### src/rtl/ttt_pkg.sv
// ============================================================================
//  Module      : ttt_pkg
//  Description : Shared cell/winner codes, FSM state type and the winning
//                line table for the tic-tac-toe game controller.
//  Revision    : 1.0 - initial release
// ============================================================================
`default_nettype none

package ttt_pkg;

    // Cell occupancy codes, 2 bits per cell on the board bus
    localparam logic [1:0] CELL_EMPTY = 2'b00;
    localparam logic [1:0] CELL_O     = 2'b01;
    localparam logic [1:0] CELL_X     = 2'b10;

    // Game result codes
    localparam logic [1:0] WIN_NONE = 2'b00;
    localparam logic [1:0] WIN_O    = 2'b01;
    localparam logic [1:0] WIN_X    = 2'b10;
    localparam logic [1:0] WIN_DRAW = 2'b11;

    localparam int NUM_CELLS = 9;
    localparam int NUM_LINES = 8;

    typedef enum logic [2:0] {
        S_RELEASE = 3'd0,
        S_WAIT    = 3'd1,
        S_PLACE   = 3'd2,
        S_CHECK   = 3'd3,
        S_OVER    = 3'd4
    } state_t;

    // Cell index triples; line l occupies LINES[l]. Listed from line 7 down
    // to line 0: rows 0-2, cols 0-2, main diagonal, anti-diagonal.
    localparam logic [NUM_LINES-1:0][2:0][3:0] LINES = {
        {4'd2, 4'd4, 4'd6},   // 7: anti-diagonal
        {4'd0, 4'd4, 4'd8},   // 6: main diagonal
        {4'd2, 4'd5, 4'd8},   // 5: col 2
        {4'd1, 4'd4, 4'd7},   // 4: col 1
        {4'd0, 4'd3, 4'd6},   // 3: col 0
        {4'd6, 4'd7, 4'd8},   // 2: row 2
        {4'd3, 4'd4, 4'd5},   // 1: row 1
        {4'd0, 4'd1, 4'd2}    // 0: row 0
    };

endpackage

`default_nettype wire

### src/rtl/ttt_debounce.sv
// ============================================================================
//  Module      : ttt_debounce
//  Description : Two-flop synchronizer followed by a debouncer that shares a
//                single stability counter across the whole input vector.
//  Revision    : 1.0 - initial release
// ============================================================================
`default_nettype none

module ttt_debounce #(
    parameter int WIDTH           = 10,
    parameter int DEBOUNCE_CYCLES = 500000,
    parameter int DB_W            = 20
) (
    input  logic             CLK,
    input  logic             RST,
    input  logic [WIDTH-1:0] raw_vec,
    output logic [WIDTH-1:0] db_vec,
    output logic             settled
);

    localparam logic [DB_W-1:0] c_cnt_max = DB_W'(DEBOUNCE_CYCLES - 1);

    logic [WIDTH-1:0] r_sync1;
    logic [WIDTH-1:0] r_sync2;
    logic [WIDTH-1:0] r_prev;
    logic [WIDTH-1:0] r_db_vec;
    logic [DB_W-1:0]  r_cnt;

    // Bring the asynchronous buttons into the clock domain (idle = released)
    always_ff @(posedge CLK) begin
        if (!RST) begin
            r_sync1 <= '1;
            r_sync2 <= '1;
        end else begin
            r_sync1 <= raw_vec;
            r_sync2 <= r_sync1;
        end
    end

    // Any change restarts the window; a full stable window publishes the vector
    always_ff @(posedge CLK) begin
        if (!RST) begin
            r_prev   <= '1;
            r_cnt    <= '0;
            r_db_vec <= '1;
        end else begin
            r_prev <= r_sync2;
            if (r_sync2 != r_prev) begin
                r_cnt <= '0;
            end else if (r_cnt != c_cnt_max) begin
                r_cnt <= r_cnt + DB_W'(1);
            end else begin
                r_db_vec <= r_prev;
            end
        end
    end

    assign db_vec  = r_db_vec;
    // Debounced output agrees with a fully aged synchronized input, so no
    // change is still working its way through the window.
    assign settled = (r_cnt == c_cnt_max) && (r_prev == r_db_vec) && (r_sync2 == r_prev);

endmodule

`default_nettype wire

### src/rtl/ttt_game_ctrl.sv
// ============================================================================
//  Module      : ttt_game_ctrl
//  Description : Tic-tac-toe game controller: debounced button input, turn
//                FSM, win/draw detection and a blanking-synchronized board
//                shadow for the VGA renderer.
//  Revision    : 1.0 - initial release
// ============================================================================
`default_nettype none

module ttt_game_ctrl
    import ttt_pkg::*;
#(
    parameter int DEBOUNCE_CYCLES = 500000,
    parameter int DB_W            = 20
) (
    input  logic        CLK,
    input  logic        RST,
    input  logic [8:0]  board_but,
    input  logic        new_game_n,
    input  logic        vnotactive,
    output logic [17:0] board_out,
    output logic        player,
    output logic [1:0]  winner,
    output logic [7:0]  win_line
);

    logic [9:0]           w_db_vec;
    logic                 w_settled;
    logic [1:0]           w_code;
    logic                 w_sel_valid;
    logic [3:0]           w_sel_idx;
    logic [NUM_LINES-1:0] w_line_hit;

    state_t               r_state;
    logic [17:0]          r_board;
    logic [17:0]          r_board_out;
    logic [3:0]           r_cell;
    logic [3:0]           r_move_cnt;
    logic                 r_player;
    logic [1:0]           r_winner;
    logic [7:0]           r_win_line;

    ttt_debounce #(
        .WIDTH           (10),
        .DEBOUNCE_CYCLES (DEBOUNCE_CYCLES),
        .DB_W            (DB_W)
    ) u_debounce (
        .CLK     (CLK),
        .RST     (RST),
        .raw_vec ({new_game_n, board_but}),
        .db_vec  (w_db_vec),
        .settled (w_settled)
    );

    // Mark of the player to move: O -> 01, X -> 10
    assign w_code = {r_player, ~r_player};

    // Lowest-index pressed cell that is still empty (scan high to low so the lowest wins)
    always_comb begin
        w_sel_valid = 1'b0;
        w_sel_idx   = '0;
        for (int i = NUM_CELLS - 1; i >= 0; i--) begin
            if (!w_db_vec[i] && (r_board[2*i +: 2] == CELL_EMPTY)) begin
                w_sel_valid = 1'b1;
                w_sel_idx   = 4'(i);
            end
        end
    end

    // One comparator per line against the current player's mark
    for (genvar l = 0; l < NUM_LINES; l++) begin : g_line
        assign w_line_hit[l] = (r_board[2*int'(LINES[l][0]) +: 2] == w_code) &&
                               (r_board[2*int'(LINES[l][1]) +: 2] == w_code) &&
                               (r_board[2*int'(LINES[l][2]) +: 2] == w_code);
    end

    // Turn FSM: accept one press per release cycle, place, then score the move
    always_ff @(posedge CLK) begin
        if (!RST) begin
            r_state    <= S_RELEASE;
            r_board    <= '0;
            r_cell     <= '0;
            r_move_cnt <= '0;
            r_player   <= 1'b0;
            r_winner   <= WIN_NONE;
            r_win_line <= '0;
        end else begin
            case (r_state)
                // Waiting for settled all-released buttons also blocks a
                // button held through reset from being seen as a fresh press.
                S_RELEASE: begin
                    if ((&w_db_vec) && w_settled) begin
                        r_state <= S_WAIT;
                    end
                end
                S_WAIT: begin
                    if (!w_db_vec[9]) begin
                        r_board    <= '0;
                        r_move_cnt <= '0;
                        r_player   <= 1'b0;
                        r_winner   <= WIN_NONE;
                        r_win_line <= '0;
                        r_state    <= S_RELEASE;
                    end else if (w_sel_valid) begin
                        r_cell  <= w_sel_idx;
                        r_state <= S_PLACE;
                    end
                end
                S_PLACE: begin
                    r_board[{r_cell, 1'b0} +: 2] <= w_code;
                    r_move_cnt <= r_move_cnt + 4'd1;
                    r_state    <= S_CHECK;
                end
                S_CHECK: begin
                    if (|w_line_hit) begin
                        r_win_line <= w_line_hit;
                        r_winner   <= w_code;
                        r_state    <= S_OVER;
                    end else if (r_move_cnt == 4'd9) begin
                        r_winner <= WIN_DRAW;
                        r_state  <= S_OVER;
                    end else begin
                        r_player <= ~r_player;
                        r_state  <= S_RELEASE;
                    end
                end
                S_OVER: begin
                    if (!w_db_vec[9]) begin
                        r_board    <= '0;
                        r_move_cnt <= '0;
                        r_player   <= 1'b0;
                        r_winner   <= WIN_NONE;
                        r_win_line <= '0;
                        r_state    <= S_RELEASE;
                    end
                end
                default: r_state <= S_RELEASE;
            endcase
        end
    end

    // Shadow board only moves during vertical blanking to avoid tearing
    always_ff @(posedge CLK) begin
        if (!RST) begin
            r_board_out <= '0;
        end else if (vnotactive) begin
            r_board_out <= r_board;
        end
    end

    assign board_out = r_board_out;
    assign player    = r_player;
    assign winner    = r_winner;
    assign win_line  = r_win_line;

endmodule

`default_nettype wire
### config.mk
export PLATFORM = sky130hd
export DESIGN_NAME = ttt_game_ctrl
export DESIGN_NICKNAME = d
export VERILOG_FILES = /design/src/rtl/ttt_pkg.sv /design/src/rtl/ttt_debounce.sv /design/src/rtl/ttt_game_ctrl.sv
export SDC_FILE = /design/constraint.sdc
export NUM_CORES = 1
export LEC_CHECK = 0
export CAP_MARGIN = 25
export CORE_MARGIN = 5
export CORE_UTILIZATION = 25
export CTS_BUF_LIST = sky130_fd_sc_hd__clkbuf_8
export CTS_CLUSTER_SIZE = 20
export DETAILED_ROUTE_END_ITERATION = 12
export PLACE_DENSITY_LB_ADDON = 0.05
export SLEW_MARGIN = 40
export SYNTH_ARGS = -nofsm -noshare
export SYNTH_HDL_FRONTEND = slang
export SYNTH_HIERARCHICAL = 1
export SYNTH_SLANG_ARGS = --single-unit
### constraint.sdc
create_clock -name CLK -period 2.5 [get_ports CLK]
set_clock_uncertainty 0.1 [all_clocks]
set_input_delay 0.5 -clock CLK [delete_from_list [all_inputs] [get_ports CLK]]
set_output_delay 0.5 -clock CLK [all_outputs]
set_load 0.02 [all_outputs]
Word-level counts from Yosys, hierarchy flattened. Cells that the tools add are included.

Flip-flop bits (word level): 118. Input bits: 13. Output and inout port bits: 29. Word-level logic and storage cells: 150.

$add $sub $neg: 3. Equality and inequality tests: 27. Shift operators: 2. Mux-type cells: 41. Bitwise logic cells: 4. Reduce and logical (&&, ||, !) cells: 60.

Operators with widths (number): $mux W4 (10); $pmux W18 S2 (1); $logic_and A1 B1 Y1 (28); $add A20 B1 Y20 const B (1); $eq A10 B10 Y1 (2); $eq A20 B19 Y1 const B (1); $ne A20 B19 Y1 const B (1); $bwmux W18 (1); $eq A2 B2 Y1 (9); $logic_not A2 Y1 (9); $mux W18 (1); $mux W3 (6); $shift A2 B7 Y18 const A (1); $shiftx A2 B7 Y18 (1); $mux W8 (2); $pmux W8 S2 (1); $pmux W3 S5 (1); $mux W1 (12); $ne A2 B2 Y1 const B (6); $reduce_and A3 Y1 (4); $ne A10 B10 Y1 (1); $reduce_and A10 Y1 (1); $logic_not A1 Y1 (9); $pmux W4 S2 (1); other kinds (17) (27).

Longest topological paths before layout. Gate-level depths: netlist of run 1.

Word-level depth: 14. Depth in mapped cells: 10. Gate-level depth less buffers: 9.

Hierarchy. Netlist of run 1, hierarchy kept.

By module, submodules not included: ttt_game_ctrl (times used 1, cells each 369, area an instance 3139.3 µm², sequential area each 1161.1 µm²); ttt_debounce (times used 1, cells each 254, area an instance 2472.4 µm², sequential area each 1201.2 µm²).

Worst setup path after synthesis of run 1. Ideal clock, no wire load.

Path kind: reg2reg. From: register u_debounce.r_cnt[0]. To: register r_state[2]. Library setup time: 117 ps. Arrival: 2170 ps. Required time: 2283 ps. Setup slack: 112 ps. Cell stages (with the launch flop): 11. Path buffers: 1. Period minus slack after synthesis: 2388 ps. Path through: dfxtp_1 ha_1 and3_1 clkbuf_1 nand4_1 or2_1 nor3_1 nand4_1 o31ai_1 a21oi_1 a32o_1.

Cells in the longest elaborated chain, start to end: 6.

RTL lines: start: declaration (line ttt_debounce.sv:27) `logic [DB_W-1:0] r_cnt;`; start signal: assignment (line ttt_debounce.sv:51) `r_cnt <= r_cnt + DB_W'(1);`; $eq A20 B19 Y1 (line ttt_debounce.sv:61) `assign settled = (r_cnt == c_cnt_max) && (r_prev == r_db_vec) && (r_sync2 == r_prev);`; $logic_and A1 B1 Y1 (2 in series) (line ttt_debounce.sv:61); via w_settled (line ttt_game_ctrl.sv:28) `logic w_settled;`; $logic_and A1 B1 Y1 (line ttt_game_ctrl.sv:92) `if ((&w_db_vec) && w_settled) begin`; $ne A2 B2 Y1 (no line); $reduce_and A3 Y1 (no line); end signal: assignment (line ttt_game_ctrl.sv:93) `r_state <= S_WAIT;`; end signal: assignment (line ttt_game_ctrl.sv:103) `r_state <= S_RELEASE;`; end signal: assignment (line ttt_game_ctrl.sv:106) `r_state <= S_PLACE;`; end: declaration (line ttt_game_ctrl.sv:34) `state_t r_state;`.

The timed path passes the listed nets, and every way through them passes these cells. A chain may end at the register's enable or synchronous reset.

Final worst setup path of run 1.
From: register r_player (netlist: player). To: register r_win_line[7] (netlist: win_line[7]).

Cells in the longest elaborated chain, start to end: 7. Elaborated cells on any way between the ends: 31. Those cells by class: eq/ne (10); mux (2); bitwise (1); reduce/logical (18).

RTL lines: start: declaration (line ttt_game_ctrl.sv:39) `logic r_player;`; start signal: assignment (line ttt_game_ctrl.sv:123) `r_player <= ~r_player;`; $not A1 Y1 (line ttt_game_ctrl.sv:56) `assign w_code = {r_player, ~r_player};`; $eq A2 B2 Y1 (on tied branches) (line ttt_game_ctrl.sv:72, ttt_game_ctrl.sv:74, ttt_game_ctrl.sv:73); $logic_and A1 B1 Y1 (line ttt_game_ctrl.sv:72) `assign w_line_hit[l] = (r_board[2*int'(LINES[l][0]) +: 2] == w_code) &&`; $logic_and A1 B1 Y1 (line ttt_game_ctrl.sv:73) `(r_board[2*int'(LINES[l][1]) +: 2] == w_code) &&`; $reduce_or A8 Y1 (line ttt_game_ctrl.sv:115) `if (|w_line_hit) begin`; $ne A2 B2 Y1 (no line); $reduce_and A3 Y1 (no line); end signal: assignment (line ttt_game_ctrl.sv:116) `r_win_line <= w_line_hit;`; end: declaration (line ttt_game_ctrl.sv:41) `logic [7:0] r_win_line;`.

Several ways; a longest one is shown, not always the timed one. The select of a mux whose other input is x is not followed.

==> impl_metrics.env, run 1 <==
export IMPL_status="finished, final reports clean"
export IMPL_cp_data_arrival_time_ns=2.61
export IMPL_gp_congestion=0.847
export IMPL_grt_pass1_wl_mm=24.7
export IMPL_final_cells=987
export IMPL_ys_warn_count=6
export IMPL_clkTransAtPathRegs_ns=0.08
export IMPL_post_route_util_pct=31.8
export IMPL_hp_class="reg2reg"
export IMPL_power_density_nw_per_um2=541
export IMPL_cts_buffers=17
export IMPL_postRouteAntennaNets=0
export IMPL_grt_pass1_vias=4526
export IMPL_portBuffers=41
export IMPL_synthTopCellsByArea="dfxtp_1 (42%), mux2i_1 (8.0%), nor2b_1 (5.8%)"
export IMPL_cts_tree="yes"
export IMPL_fill_cells=2289
export IMPL_vdd_drop_max_uv=341
export IMPL_ys_seq_area_share_pct=42.1
export IMPL_cp_slowest_cell="or3b_2"
export IMPL_yosys_cell_types_count=58
export IMPL_drv_cap=0
export IMPL_leakage_nw=2.37
export IMPL_die_h_um=160
export IMPL_drive_gt1_share_pct=12.9
export IMPL_tightestPinTransition_ns=0.585
export IMPL_nets=713
export IMPL_syn2layout_area_growth_pct=24.6
export IMPL_clk_path_buf_depth=2
export IMPL_start_util_pct=25.6
export IMPL_crit_chain="or3b_2 > o22ai_1 > o31ai_1 > and3_1 > nor2_4 > mux2i_1"
export IMPL_cp_max_fo=13
export IMPL_synth_cells=623
export IMPL_ys_flop_type="dfxtp_1"
export IMPL_relSlewSlack_pct=60.7
export IMPL_slew_viol_final=0
export IMPL_cts_sinks=118
export IMPL_core_area_um2=22000
export IMPL_vias=4588
export IMPL_syn_area_um2=5610
export IMPL_synth_edf_count=0
export IMPL_ioPinCount=42
export IMPL_setup_tns_ns=0
export IMPL_die_area_um2=25500
export IMPL_cts_hold_buf=0
export IMPL_insertion_delay_ns=0.44
export IMPL_critPathMaxStageDelay_ns=0.55
export IMPL_cp_required_ns=2.76
export IMPL_grt_max_degree=50
export IMPL_n_antenna_cell=0
export IMPL_dp_cells=955
export IMPL_fp_dieW_um=160
export IMPL_drt_iter0_drc=200
export IMPL_drc_errors=0
export IMPL_ys_seq_elements=118
export IMPL_avgSynthCellArea_um2=9.01
export IMPL_layout_min_cycle_time_ns=2.34
export IMPL_fmax_mhz=427
export IMPL_clock_root_buffer="clkbuf_8"
export IMPL_yosysTopAreaCellShare_pct=42.1
export IMPL_hold_viol=0
export IMPL_dp_hpwl_mm=11.3
export IMPL_drtPass1Iterations=4
export IMPL_wl_per_cell_um=15.5
export IMPL_synthesis_nets=642
export IMPL_num_rows=54
export IMPL_wl_mm=15.3
export IMPL_async_reset_ff_share_pct=0
export IMPL_rsz0062_at_grt="false"
export IMPL_overflow=0
export IMPL_avgViaCountPerCell=4.65
export IMPL_start_kind="register"
export IMPL_synth_top_cell_by_area="dfxtp_1"
export IMPL_p_total_mw=3.78
export IMPL_path_class="reg2reg"
export IMPL_h_tree_depth=4
export IMPL_grt_usage_pct=12.2
export IMPL_cp_end_kind="register"
export IMPL_period_share_pct=93.7
export IMPL_antenna_found_initial=0
export IMPL_setup_viol=0
cells by family (layout without fill, tap and decap cells):
kind of cell	Yosys count	count (layout)	share of synthesized area (%)
AO/OA/AOI/OAI	85	85	10.0
XOR/XNOR	33	33	5.15
adder cells (fa/ha/maj)	6	6	1.34
buffers and inverters	40	124	2.74
flip-flops	118	118	42.1
multiplexers	45	45	8.03
AND/OR/NAND/NOR	296	296	30.6
metrics by stage:
stage,cell area (µm²),setup slack (ns),hold slack [ns]
after floorplan,5610,0.112,0.286
after global placement,6580,0.155,0.289
after detailed placement,6580,0.107,0.292
after CTS,6970,0.0813,0.313
after global routing,6990,0.0150,0.323
final,6990,0.157,0.309
worst max-delay path, delay by kind of cell (launching register included):
kind	cells	cell delay, ns
AOI/OAI and AO/OA	2	0.39
muxes	1	0.22
DFF	1	0.45
and+or+nand+nor	3	1.12
placed cells by master (no fill, tap or decap), types with 21 or more instances in the layout:
master	n
nor2_1	32
nand4_1	21
buf_4	41
nand2_1	41
clkdlybuf4s50_1	40
xor2_1	24
mux2i_1	45
nand2b_1	38
nor2b_1	52
dfxtp_1	118
per-layer routing:
metal	vias up	global-route usage [%]	wire [µm]
li1	2352	-	-
met1	2135	15.9	7470
met2	84	20.0	7140
met3	17	2.35	475
met4	0	4.89	231
met5	-	0	0
synthesized netlist by cell type, drive strengths merged (2+ instances only):
| cell | number |
|---|---|
| nor4b | 4 |
| nor3b | 6 |
| xnor2 | 9 |
| a21o | 3 |
| nor4bb | 2 |
| nand3 | 16 |
| o2111ai | 3 |
| ha | 6 |
| nand3b | 8 |
| or3b | 5 |
| nand2b | 38 |
| or4 | 4 |
| a21oi | 20 |
| nor4 | 11 |
| or2 | 3 |
| nand4 | 22 |
| nor2b | 52 |
| o21ai | 17 |
| nor3 | 18 |
| and4 | 3 |
| a21boi | 10 |
| buf | 4 |
| or3 | 17 |
| mux2i | 45 |
| o21a | 3 |
| nor2 | 33 |
| and3 | 5 |
| a31oi | 2 |
| xor2 | 24 |
| inv | 9 |
| a211oi | 5 |
| clkbuf | 27 |
| dfxtp | 118 |
| o31ai | 7 |
| and2 | 6 |
| nand2 | 41 |
| o22ai | 9 |
power breakdown:
part	internal (mW)	total (mW)	switching [mW]
clock	0.890	1.74	0.851
sequential	1.90	1.91	0.0103
combinational	0.0678	0.134	0.0664
total	2.86	3.78	0.928
repair_timing:
| action | in CTS | in global routing |
|---|---|---|
| gates resized for setup | 0 | 5 |
| setup endpoints to repair | 0 | 2 |
| hold endpoints to repair | 0 | 0 |
| setup buffers | 0 | 0 |
worst paths after layout:
kind / startpoint / end / slack, ns / depth (start not counted)
worst min register to register: u_debounce/r_sync1[8]$_SDFF_PN1_ / u_debounce/r_sync2[8]$_SDFF_PN1_ / 0.31 / 1
worst max register to register: player$_SDFFE_PN0P_ / win_line[7]$_SDFFE_PN0P_ / 0.16 / 6
worst min-delay path: u_debounce/r_sync1[8]$_SDFF_PN1_ / u_debounce/r_sync2[8]$_SDFF_PN1_ / 0.31 / 1
worst max-delay path: player$_SDFFE_PN0P_ / win_line[7]$_SDFFE_PN0P_ / 0.16 / 6
final cells by class:
cell class | instances | area (µm²) | share of cell area (%)
multi-input combinational | 465 | 3120 | 44.6
tap | 280 | 350 | 5.01
clock inverter | 15 | 156 | 2.24
sequential | 118 | 2360 | 33.8
timing repair buffer | 83 | 733 | 10.5
inverter | 9 | 33.8 | 0.483
clock buffer | 17 | 234 | 3.35
state kept, by name (all words and copies together), names as in the netlist:
register and count:
win_line 8, r_cell 4, board_out 18, r_board 18, u_debounce/r_sync2 10, u_debounce/db_vec 10
r_state 3, player 1, r_move_cnt 4, u_debounce/r_cnt 20, u_debounce/r_sync1 10, winner 2
u_debounce/r_prev 10
Note: power is estimated with default switching activity, not from simulation.
==> run 2: changes to the inputs <==
--- a/config.mk
+++ b/config.mk
@@ -12,6 +12,7 @@
 export CTS_CLUSTER_SIZE = 20
 export DETAILED_ROUTE_END_ITERATION = 12
 export PLACE_DENSITY_LB_ADDON = 0.05
+export REMOVE_ABC_BUFFERS = 1
 export SLEW_MARGIN = 40
 export SYNTH_ARGS = -nofsm -noshare
 export SYNTH_HDL_FRONTEND = slang
==> constraint.sdc (replaced) <==
create_clock -name CLK -period 3.05 [get_ports CLK]
set_clock_uncertainty 0.1 [all_clocks]
set_input_delay 0.61 -clock CLK [delete_from_list [all_inputs] [get_ports CLK]]
set_output_delay 0.61 -clock CLK [all_outputs]
set_load 0.05 [all_outputs]
==> run 2 against run 1 <==
Compared with the run above:
- utilization shrank 1.1 points
- count of clock-buffer cells in the layout rose by 2
- routed wire length fell by 4.4%
- sequential share of layout area rose by 1.3 points
- final area down 3.6%
- largest cell class unchanged
- largest power group unchanged
- highest routed layer unchanged
==> impl_metrics.env, run 2 (same netlist as run 1, synthesis figures left out) <==
export IMPL_cts_tree="yes"
export IMPL_clock_root_buffer="clkbuf_8"
export IMPL_critPathTopFamily="buffers and inverters"
export IMPL_period_share_pct=91.5
export IMPL_regMostFlops="u_debounce/r_cnt"
export IMPL_syn2layout_area_growth_pct=20.1
export IMPL_grt_pass1_vias=4500
export IMPL_postRouteAntennaNets=0
export IMPL_fmax_mhz=358
export IMPL_insertion_delay_ns=0.44
export IMPL_multi_input_area_um2=3100
export IMPL_grt_pass1_wl_mm=24.1
export IMPL_hold_path_startpoint="u_debounce/r_sync1[9]$_SDFF_PN1_"
export IMPL_cts_setup_buffers=0
export IMPL_start_kind="register"
export IMPL_core_area_um2=22000
export IMPL_num_rows=54
export IMPL_h_tree_depth=4
export IMPL_grt_usage_pct=11.7
export IMPL_gp_congestion=0.847
export IMPL_ff2ff_setup_slack_ns=0.35
export IMPL_leakage_nw=2.21
export IMPL_fill_cells=2258
export IMPL_die_area_um2=25500
export IMPL_die_h_um=160
export IMPL_final_common_cell="dfxtp_1"
export IMPL_cp_data_arrival_time_ns=2.08
export IMPL_path_class="reg2out"
export IMPL_avgViaCountPerCell=4.70
export IMPL_largest_reg_flops=20
export IMPL_ioPinCount=42
export IMPL_cts_sinks=118
export IMPL_critPathMaxStageDelay_ns=0.93
export IMPL_wl_mm=14.6
export IMPL_layout_common_cells="dfxtp_1 (118), nor2b_1 (52), mux2i_1 (45)"
export IMPL_cp_slowest_cell="clkdlybuf4s50_1"
export IMPL_hold_viol=0
export IMPL_r2r_start="u_debounce/r_cnt[0]$_SDFFE_PP0N_"
export IMPL_cp_end_kind="output port"
export IMPL_vias=4485
export IMPL_cp_required_ns=2.34
export IMPL_fp_dieW_um=160
export IMPL_final_setup_worst_slack_ns=0.260
export IMPL_hold_end="u_debounce/r_sync2[9]$_SDFF_PN1_"
export IMPL_drive_gt1_share_pct=8.31
export IMPL_reg2reg_depth=9
export IMPL_crit_buf_inv=1
export IMPL_postCtsResizedCells=0
export IMPL_tightestPinTransition_ns=0.678
export IMPL_n_antenna_cell=0
export IMPL_relSlewSlack_pct=54.5
export IMPL_rsz0062_at_grt="false"
export IMPL_place_worst_setup_slack_ns=0.378
export IMPL_regArea_um2=2360
export IMPL_drt_iter0_drc=214
export IMPL_layout_min_cycle_time_ns=2.79
export IMPL_antenna_found_initial=0
export IMPL_cts_hold_buf=0
export IMPL_hp_class="reg2reg"
export IMPL_drv_cap=0
export IMPL_reg2reg_to="r_state[2]$_SDFFE_PN0P_"
export IMPL_start_util_pct=25.6
export IMPL_crit_chain="clkdlybuf4s50_1"
export IMPL_cp_max_fo=15
export IMPL_overflow=0
export IMPL_setup_viol=0
export IMPL_slew_viol_final=0
export IMPL_min_path_cells=1
export IMPL_setup_tns_ns=0
export IMPL_dp_hpwl_mm=10.8
export IMPL_vdd_drop_max_uv=225
export IMPL_clkTransAtPathRegs_ns=0.08
export IMPL_drc_errors=0
export IMPL_portBuffers=41
export IMPL_cts_buffers=17
export IMPL_wl_per_cell_um=15.3
export IMPL_power_density_nw_per_um2=468
export IMPL_grt_max_degree=65
export IMPL_drtPass1Iterations=4
export IMPL_status="finished, final reports clean"
export IMPL_nets=680
export IMPL_clk_path_buf_depth=2
[run 2: final cells by class]
cell class              instances  area share, %
clock buffers                  19           3.88
clock inverters                13           2.19
inverters                       9          0.501
multi-input cells             465           46.0
flip-flops and latches        118           35.0
well taps                     280           5.20
repair buffers                 50           7.20
[run 2: report_power, final]
part	internal (mW)	switching [mW]	leakage [nW]
sequential	1.56	0.00956	0.957
combinational	0.0545	0.0520	1.05
clock	0.780	0.701	0.207
[run 2: per-layer routing]
| metal | up-vias | wire length [µm] | part of all wire [%] | track usage, % |
|---|---|---|---|---|
| met5 | - | 0 | 0 | 0 |
| met4 | 0 | 284 | 1.9 | 4.46 |
| met3 | 13 | 505 | 3.5 | 2.86 |
| met2 | 74 | 6290 | 43 | 17.5 |
| met1 | 2107 | 7560 | 52 | 16.3 |
| li1 | 2291 | - | - | - |
[run 2: how the worst max path moves through the flow]
stage,slack (ns),from,to,depth (start not counted)
2_1_floorplan,0.71,player$_SDFFE_PN0P_,win_line[0]$_SDFFE_PN0P_,6
3_3_place_gp,0.47,u_debounce/r_cnt[0]$_SDFFE_PP0N_,r_state[2]$_SDFFE_PN0P_,9
3_5_place_dp,0.38,u_debounce/r_cnt[0]$_SDFFE_PP0N_,r_state[2]$_SDFFE_PN0P_,9
4_1_cts,0.17,player$_SDFFE_PN0P_,player,1
5_1_grt,0.09,u_debounce/r_cnt[0]$_SDFFE_PP0N_,r_state[2]$_SDFFE_PN0P_,9
6_report,0.26,player$_SDFFE_PN0P_,player,1
[run 2: metrics by stage]
stage / instances / hold WS (ns) / total power, mW / utilization (%) / instance area [µm²]
floorplan: 592 / 0.286 / 1.65 / - / 5490
global route: 954 / 0.328 / 3.30 / 30.7 / 6740
finish: 954 / 0.301 / 3.15 / 30.7 / 6740
CTS: 954 / 0.307 / 3.23 / 30.7 / 6740
global placement: 922 / 0.289 / 1.71 / 28.8 / 6330
detailed placement: 922 / 0.291 / 1.71 / 28.8 / 6330
==> run 3: changes to the inputs <==
--- a/config.mk
+++ b/config.mk
@@ -11,6 +11,7 @@
 export CTS_BUF_LIST = sky130_fd_sc_hd__clkbuf_8
 export CTS_CLUSTER_SIZE = 20
 export DETAILED_ROUTE_END_ITERATION = 12
+export MAX_ROUTING_LAYER = met4
 export PLACE_DENSITY_LB_ADDON = 0.05
 export REMOVE_ABC_BUFFERS = 1
 export SLEW_MARGIN = 40
==> run 3 against run 2 <==
Compared with the run above:
- clock power barely moved
- setup slack worse by 0.0052 ns
- first-iteration DRC count increased by 0.47%
- sequential power barely moved
- critical path depth stayed put
- final area did not move
- worst hold slack improved by 0.0032 ns
- largest cell class unchanged
- highest routed layer unchanged
==> impl_metrics.env, run 3 (same netlist as run 1, synthesis figures left out) <==
export IMPL_status="finished, final reports clean"
export IMPL_setup_viol=0
export IMPL_cp_slowest_cell="clkdlybuf4s50_1"
export IMPL_grt_max_degree=65
export IMPL_hp_class="reg2reg"
export IMPL_insertion_delay_ns=0.44
export IMPL_tightestPinTransition_ns=0.697
export IMPL_layout_min_cycle_time_ns=2.79
export IMPL_grt_pass1_wl_mm=24.1
export IMPL_wl_mm=14.6
export IMPL_cp_max_fo=15
export IMPL_dp_hpwl_mm=10.8
export IMPL_nets=680
export IMPL_drv_cap=0
export IMPL_drt_iter0_drc=215
export IMPL_fmax_mhz=358
export IMPL_fin_area_um2=6740
export IMPL_period_share_pct=91.6
export IMPL_clockPowerShare_pct=47.0
export IMPL_ioPinCount=42
export IMPL_cts_tree="yes"
export IMPL_n_antenna_cell=0
export IMPL_power_density_nw_per_um2=468
export IMPL_swShare_pct=24.3
export IMPL_drtPass1Iterations=4
export IMPL_largest_reg_flops=20
export IMPL_clk_path_buf_depth=2
export IMPL_die_area_um2=25500
export IMPL_final_cells=954
export IMPL_slew_viol_final=0
export IMPL_postCtsResizedCells=0
export IMPL_grt_pass1_vias=4498
export IMPL_p_total_mw=3.16
export IMPL_cts_buffers=17
export IMPL_vdd_drop_max_uv=225
export IMPL_drive_gt1_share_pct=8.31
export IMPL_post_route_util_pct=30.7
export IMPL_crit_buf_inv=1
export IMPL_clock_root_buffer="clkbuf_8"
export IMPL_h_tree_depth=4
export IMPL_crit_chain="clkdlybuf4s50_1"
export IMPL_postRouteAntennaNets=0
export IMPL_overflow=0
export IMPL_p_int_mw=2.39
export IMPL_crit_start="player$_SDFFE_PN0P_"
export IMPL_regMostFlops="u_debounce/r_cnt"
export IMPL_placed_cell_area_um2=6330
export IMPL_leakage_nw=2.21
export IMPL_wl_per_cell_um=15.4
export IMPL_syn2layout_area_growth_pct=20.1
export IMPL_cp_data_arrival_time_ns=2.08
export IMPL_rsz0062_at_grt="false"
export IMPL_seq_power_share_pct=49.6
export IMPL_setup_tns_ns=0
export IMPL_antenna_found_initial=0
export IMPL_grt_usage_pct=12.1
export IMPL_start_util_pct=25.6
export IMPL_start_kind="register"
export IMPL_dp_cells=922
export IMPL_p_sw_uw=766
export IMPL_num_rows=54
export IMPL_combPwrFrac_pct=3.4
export IMPL_cts_sinks=118
export IMPL_critPathMaxStageDelay_ns=0.93
export IMPL_cts_setup_buffers=0
export IMPL_vias=4488
export IMPL_relSlewSlack_pct=53.2
export IMPL_path_class="reg2out"
export IMPL_cp_required_ns=2.34
export IMPL_die_h_um=160
export IMPL_cts_hold_buf=0
export IMPL_fp_dieW_um=160
export IMPL_gp_congestion=0.860
export IMPL_portBuffers=41
export IMPL_r2r_start="u_debounce/r_cnt[0]$_SDFFE_PP0N_"
export IMPL_hold_path_startpoint="u_debounce/r_sync1[9]$_SDFF_PN1_"
export IMPL_critPathTopFamily="buffers and inverters"
export IMPL_clkTransAtPathRegs_ns=0.08
export IMPL_cp_end_kind="output port"
export IMPL_core_area_um2=22000
export IMPL_final_common_cell="dfxtp_1"
export IMPL_avgViaCountPerCell=4.70
export IMPL_hold_viol=0
export IMPL_drc_errors=0
export IMPL_layout_common_cells="dfxtp_1 (118), nor2b_1 (52), mux2i_1 (45)"
## run 3: cell counts in the layout (fill, tap and decap cells not counted)
No cell type changed its count.
## run 3: area by class of cell
class / instances / area [µm²]
clock inverter: 13 / 148
tap: 280 / 350
timing repair buffer: 50 / 485
clock buffer: 19 / 262
sequential: 118 / 2360
multi-input combinational: 465 / 3100
fill: 2258 / 15200
inverter: 9 / 33.8
## run 3: routing by layer
layer	routed length (µm)	global-route usage [%]	part of all wire, %	up-vias
li1	-	-	-	2292
met5	0	-	0	-
met1	7640	16.4	52	2115
met3	442	2.84	3.0	13
met2	6290	17.4	43	68
met4	275	4.46	1.9	0
## run 3: through the flow
step	hold slack [ns]	setup WS, ns
after CTS	0.307	0.169
after floorplan	0.286	0.712
after global routing	0.328	0.0902
after global placement	0.289	0.466
final	0.305	0.255
after detailed placement	0.291	0.378
## run 3: worst paths after layout
kind	slack [ns]	cells past startpoint	to
max	0.26	1	player
min	0.30	1	u_debounce/r_sync2[9]$_SDFF_PN1_
max reg2reg	0.35	9	r_state[2]$_SDFFE_PN0P_
min reg2reg	0.30	1	u_debounce/r_sync2[9]$_SDFF_PN1_
## run 3: power by group through the flow
stage,combinational (mW),sequential (mW),clock (mW)
after detailed placement,0.109,1.60,0
after global routing,0.119,1.57,1.62
after floorplan,0.0524,1.60,0
after CTS,0.110,1.57,1.55
after global placement,0.109,1.60,0
final,0.107,1.57,1.48
